<file path="src/rtl/gemm_tile_sequencer.sv">
// Tile control FSM for gemm_datapath: weight load, activation feed, accumulate wait,
// then bank-by-bank drain of the accumulators to a consumer.
module gemm_tile_sequencer #(
  parameter int SYS_DIM  = 16,
  parameter int M_W      = 8,
  parameter int IF_SEL_W = 3,
  parameter int W_SEL_W  = 3,
  parameter int TIMEOUT  = 1023
) (
  input  logic                clk,
  input  logic                rst,
  input  logic                cmd_valid,
  output logic                cmd_ready,
  input  logic [M_W-1:0]      cmd_m,
  input  logic [4:0]          cmd_n,
  input  logic                cmd_accum,
  input  logic                cmd_drain,
  input  logic [IF_SEL_W-1:0] cmd_if_sel,
  input  logic [W_SEL_W-1:0]  cmd_w_sel,
  input  logic                w_valid,
  output logic                w_ready,
  input  logic                a_valid,
  output logic                a_ready,
  output logic                wfetch,
  output logic                if_en,
  output logic                store,
  output logic                overwrite,
  output logic [IF_SEL_W-1:0] if_mux_sel,
  output logic [W_SEL_W-1:0]  w_mux_sel,
  output logic                gt4,
  output logic                gt8,
  output logic                gt12,
  output logic [3:0]          accums_rd_en,
  input  logic [3:0]          acc_empty,
  input  logic                acc_is_done,
  input  logic                out_ready,
  output logic                out_valid,
  output logic [1:0]          out_bank,
  output logic                busy,
  output logic                done,
  output logic                err
);
  localparam int TO_W = $clog2(TIMEOUT + 1);
  localparam logic [4:0]      N_MAX   = 5'(SYS_DIM);
  localparam logic [M_W-1:0]  W_LAST  = M_W'(SYS_DIM - 1);
  localparam logic [TO_W-1:0] TO_LAST = TO_W'(TIMEOUT - 1);

  typedef enum logic [2:0] {IDLE, W_LOAD, FEED, WAIT_ACC, DRAIN, DONE} state_t;
  state_t state, state_nx;

  logic [M_W-1:0]      m_r, m_last, beat_cnt;
  logic                accum_r, drain_r;
  logic [IF_SEL_W-1:0] if_sel_r;
  logic [W_SEL_W-1:0]  w_sel_r;
  logic                gt4_r, gt8_r, gt12_r;
  logic [1:0]          bank, last_bank;
  logic [5:0]          nb;
  logic [TO_W-1:0]     wait_cnt;
  logic                cmd_legal, cmd_fire, beat, cnt_wrap, pop, timeout, err_q;

  assign cmd_legal = (cmd_m != '0) && (cmd_n != 5'd0) && (cmd_n <= N_MAX);
  assign cmd_fire  = cmd_valid && cmd_ready;
  assign nb        = ({1'b0, cmd_n} + 6'd3) >> 2;
  assign m_last    = m_r - 1'b1;
  // Weight phase always ends at SYS_DIM beats; feed and per-bank drain end at m.
  assign cnt_wrap  = (state == W_LOAD) ? (beat_cnt == W_LAST) : (beat_cnt == m_last);

  assign cmd_ready  = (state == IDLE);
  assign busy       = (state != IDLE);
  assign done       = (state == DONE);
  assign err        = err_q;
  assign gt4        = gt4_r;
  assign gt8        = gt8_r;
  assign gt12       = gt12_r;
  assign if_mux_sel = if_sel_r;
  assign w_mux_sel  = w_sel_r;

  always_comb begin
    state_nx     = state;
    w_ready      = 1'b0;
    wfetch       = 1'b0;
    a_ready      = 1'b0;
    if_en        = 1'b0;
    store        = 1'b0;
    overwrite    = 1'b0;
    accums_rd_en = 4'b0;
    pop          = 1'b0;
    beat         = 1'b0;
    timeout      = 1'b0;
    case (state)
      IDLE: if (cmd_valid && cmd_legal) state_nx = W_LOAD;
      W_LOAD: begin
        w_ready = 1'b1;
        wfetch  = w_valid;
        beat    = w_valid;
        if (beat && cnt_wrap) state_nx = FEED;
      end
      FEED: begin
        a_ready   = 1'b1;
        if_en     = a_valid;
        store     = a_valid;
        overwrite = a_valid && !accum_r;
        beat      = a_valid;
        if (beat && cnt_wrap) state_nx = WAIT_ACC;
      end
      WAIT_ACC: begin
        if (acc_is_done) state_nx = drain_r ? DRAIN : DONE;
        else if (wait_cnt == TO_LAST) begin
          timeout  = 1'b1;
          state_nx = IDLE;
        end
      end
      DRAIN: begin
        pop          = out_ready && !acc_empty[bank];
        accums_rd_en = pop ? (4'b0001 << bank) : 4'b0;
        beat         = pop;
        if (pop && cnt_wrap && bank == last_bank) state_nx = DONE;
      end
      DONE:    state_nx = IDLE;
      default: state_nx = IDLE;
    endcase
  end

  always_ff @(posedge clk) begin
    if (!rst) state <= IDLE;
    else      state <= state_nx;
  end

  always_ff @(posedge clk) begin
    if (!rst) begin
      m_r       <= '0;
      accum_r   <= 1'b0;
      drain_r   <= 1'b0;
      if_sel_r  <= '0;
      w_sel_r   <= '0;
      gt4_r     <= 1'b0;
      gt8_r     <= 1'b0;
      gt12_r    <= 1'b0;
      last_bank <= 2'd0;
      beat_cnt  <= '0;
      bank      <= 2'd0;
      wait_cnt  <= '0;
      out_valid <= 1'b0;
      out_bank  <= 2'd0;
      err_q     <= 1'b0;
    end else begin
      err_q     <= (cmd_fire && !cmd_legal) || timeout;
      out_valid <= pop;
      out_bank  <= bank;
      if (cmd_fire && cmd_legal) begin
        m_r       <= cmd_m;
        accum_r   <= cmd_accum;
        drain_r   <= cmd_drain;
        if_sel_r  <= cmd_if_sel;
        w_sel_r   <= cmd_w_sel;
        gt4_r     <= cmd_n > 5'd4;
        gt8_r     <= cmd_n > 5'd8;
        gt12_r    <= cmd_n > 5'd12;
        last_bank <= 2'(nb - 6'd1);
      end else if (state_nx == IDLE) begin
        if_sel_r <= '0;
        w_sel_r  <= '0;
        gt4_r    <= 1'b0;
        gt8_r    <= 1'b0;
        gt12_r   <= 1'b0;
      end
      // One counter serves every phase; it returns to 0 at each phase/bank boundary.
      if (state_nx == IDLE)  beat_cnt <= '0;
      else if (beat)         beat_cnt <= cnt_wrap ? '0 : beat_cnt + 1'b1;
      if (state != WAIT_ACC) wait_cnt <= '0;
      else                   wait_cnt <= wait_cnt + 1'b1;
      if (state != DRAIN)    bank <= 2'd0;
      else if (pop && cnt_wrap) bank <= bank + 2'd1;
    end
  end
endmodule
</file>
<file path="config.mk">
export PLATFORM = sky130hd
export DESIGN_NAME = gemm_tile_sequencer
export DESIGN_NICKNAME = d
export VERILOG_FILES = /design/src/rtl/gemm_tile_sequencer.sv
export SDC_FILE = /design/constraint.sdc
export NUM_CORES = 1
export LEC_CHECK = 0
export ABC_AREA = 1
export CAP_MARGIN = 20
export CORE_ASPECT_RATIO = 1.4
export CORE_MARGIN = 5
export CORE_UTILIZATION = 54
export DETAILED_ROUTE_END_ITERATION = 10
export GPL_TIMING_DRIVEN = 0
export PLACE_DENSITY = 0.85
export SKIP_LAST_GASP = 1
export SYNTH_ARGS = -nofsm -noshare
export SYNTH_HDL_FRONTEND = slang
export SYNTH_SLANG_ARGS = --single-unit
</file>
<file path="constraint.sdc">
create_clock -name clk -period 5.65 [get_ports clk]
set_clock_uncertainty 0.2 [all_clocks]
set_input_delay 1.695 -clock clk [delete_from_list [all_inputs] [get_ports clk]]
set_output_delay 1.695 -clock clk [all_outputs]
set_load 0.01 [all_outputs]
</file>
==> results by group <==
Routing
  – Starting DRT DRC Count: 157
  – Vias: 2,532
  – WL/cell: 12.1 microns
  – Drt first pass iters: 4
  – Total wire length: 6010 microns
  – Via-per-instance ratio: 5.10
  – ANT nets after route: 0
  – Drt drc: 0

STA
  – Final Hold Viols: 0
  – Tightest Pin Transition: 0.526 ns
  – Slew Viols, Final: 0
  – Max_slew headroom: 64.7%
  – Final worst slack: 0.296 ns
  – Final setup violation count: 0
  – Min Hold Slack: 0.265 ns
  – TNS Setup: 0 ns
  – Fmax: 187 MHz
  – Unrepaired setup endpoints after global routing: no
  – Shortest period the worst path allows: 5.35 ns
  – Fin crit share: 94.8%

Critical path
  – Worst Setup SP: acc_empty[2]
  – CP Launch Type: input pin
  – Reg2Reg Depth: 17
  – Crit-path max FO: 8
  – Reg2reg end: beat_cnt[0]
  – Critical Path AT: 3.46 ns
  – Critical Path RT: 3.75 ns
  – Crit end category: output pin
  – Worst setup endpoint: accums_rd_en[0]
  – R2r setup slk: 3.20 ns
  – CP Class: in -> out
  – Reg-to-reg critical path startpoint: m_r[0]

Global routing
  – Tot GR Track Use: 20.5%
  – Largest net degree at the start of global routing: 15
  – First-pass GRT wire length: 10,100 microns
  – Initial antenna violation count: 0
  – Vias in the first global route: 2,403
  – Remaining Overflow, GRT: 0

Floorplan
  – Chip Width: 68.1 microns
  – Io pins: 58
  – Core Area: 0.00457 sq mm
  – Die H: 91.4 microns
  – Row count: 29
  – Initial core utilization: 55.9%
  – DIE AREA: 0.00623 sq mm

Power and ir drop
  – Pleak: 1.34 nW
  – Clock power frac: 29.8%
  – VDD IR max: 217 uV
  – Sw frac: 27.8%
  – Internal power: 507 uW
  – Part of the power in registers: 50.7%
  – Pwr/cell area: 213 mW/mm^2
  – Switch Pwr: 195 uW
  – Combinational power share: 19.5%

Logic synthesis
  – Mapped cell area: 0.00255 sq mm
  – Warnings, synthesis: 0
  – Synth Instances: 369
  – Syn avg cell area: 6.92 sq um
  – Seq/Total Area, Yosys: 37.6%
  – Post-synthesis register bit count: 48
  – Syn_nets: 409
  – Synth unique cells: 33

Final layout
  – Layout cell share with drive strength beyond 1: 6.45%
  – Area grow syn2layout: 29.0%
  – Fillers: 397
  – Fin cells: 496
  – Final net count: 473
  – Most frequent cells in the layout: nand2_1 (68), nor2_1 (57), clkdlybuf4s50_1 (57)
  – # diodes: 0
  – Commonest non-fill, non-tap cell in the layout: nand2_1

Clock tree
  – Post-CTS Hold Buffers: 0
  – Postcts setup bufs: 0
  – Clock sinks: 48
  – CTS tree: yes
  – Clock-pin slew on the worst setup and hold paths: 0.08 ns
  – Post_cts resized: 0
  – Total CTS buffers: 5
  – Clk_lat worst skew: 0.30 ns
  – # H-tree levels: 2
  – CTS max path bufs: 2
  – Root Driver: clkbuf_8

Run
  – Number of max-cap violations: 0

Place
  – DP Wirelength: 4850 microns
  – Number of port buffers: 57
  – Placement Setup Slack: 0.291 ns
  – Placer Congestion: 0.820
  – Cell total after placement: 488

Status
  – Status: complete, no violations

Hold path
  – Hold crit path type: reg -> reg
[cell type report]
type                            count  area (sq um)  area share (%)
Clock inverter                      2          10.0           0.304
Timing Repair Buffer               57           571            17.3
Buffer                              7          38.8            1.18
Sequential cell                    48           961            29.2
Tap cell                           62          77.6            2.35
Multi-Input combinational cell    258          1350            40.8
Clock buffer                        6          82.6            2.51
Inverter                           56           210            6.38
[through the flow]
step           utilization, %  instance area (sq um)  power, mW
2_1_floorplan               -                   2550      0.447
3_3_place_gp             70.1                   3200      0.496
3_5_place_dp             70.1                   3200      0.500
4_1_cts                  72.1                   3300      0.706
5_1_grt                  72.1                   3300      0.738
6_report                 72.1                   3300      0.703
[metal layers]
metal	vias to the layer above	GRT usage (%)	share of wire (%)
li1	1302	-	-
met1	1145	22.8	39
met2	70	36.9	54
met3	15	4.57	5.6
met4	0	6.97	2.0
met5	-	0	0
[state kept, by name, indices dropped and copies added, names as in the netlist, 2 cells and up]
name and count:
state 3, wait_cnt 10, m_r 8, beat_cnt 8, out_bank 2, w_mux_sel 3, bank 2, if_mux_sel 3
last_bank 2
[synth_stat cells]
library cell  instances  area (sq um)
nand2_1              68           255
nor2_1               57           214
inv_1                51           191
dfxtp_1              48           961
nand3_1              28           140
a21oi_1              25           125
o21ai_0              23           115
nor3_1               10          50.1
xor2_1               10          87.6
ha_1                  8           100
nand4_1               7          43.8
inv_2                 5          18.8
clkbuf_1              3          11.3
nand3_4               3          52.6
nor2_4                3          33.8
nor3b_1               3          22.5
a21oi_2               1          8.76
a31oi_1               1          6.26
buf_1                 1          3.75
buf_2                 1          5.00
buf_4                 1          7.51
buf_6                 1          11.3
mux2i_1               1          10.0
nand2_4               1          11.3
nand3_2               1          10.0
nand3b_1              1          7.51
nor2_2                1          6.26
nor3_2                1          10.0
o211ai_1              1          7.51
o21ai_1               1          5.00
o21ai_2               1          8.76
o31ai_1               1          7.51
or2_1                 1          6.26
[power by group through the flow]
stage / Clock, mW / Combinational [mW] / Sequential [mW]
finish: 0.209 / 0.137 / 0.356
floorplan: 0 / 0.0826 / 0.364
CTS: 0.213 / 0.137 / 0.356
global placement: 0 / 0.132 / 0.364
detailed placement: 0 / 0.136 / 0.364
global route: 0.227 / 0.153 / 0.358
[critical path, stage by stage]
cell and delay (ns):
clkdlybuf4s50_1 0.40, o21ai_0 0.14, nor2_1 0.06, nor3_1 0.19
nand2_1 0.25, nor2_1 0.16, clkdlybuf4s50_1 0.56
[cells by family (layout without fill, tap and decap cells)]
group	count (synthesis)	after routing	share of synthesized area, %
AOI/OAI and AO/OA	54	54	11.1
xor gates and xnor gates	10	10	3.43
adders and majority gates	8	8	3.92
buffers and inverters	63	128	9.75
DFF	48	48	37.6
muxes	1	1	0.392
and+or+nand+nor	185	185	33.8
[worst min-delay path by stage]
stage                startpoint          end  slack [ns]  cells past startpoint
CTS                 wait_cnt[0]  wait_cnt[0]        0.27                      1
finish              wait_cnt[0]  wait_cnt[0]        0.27                      1
floorplan           wait_cnt[0]  wait_cnt[0]        0.23                      1
global route        wait_cnt[0]  wait_cnt[0]        0.30                      1
detailed placement  wait_cnt[0]  wait_cnt[0]        0.26                      1
global placement    wait_cnt[0]  wait_cnt[0]        0.24                      1
Power figures use the tool's default switching activity.
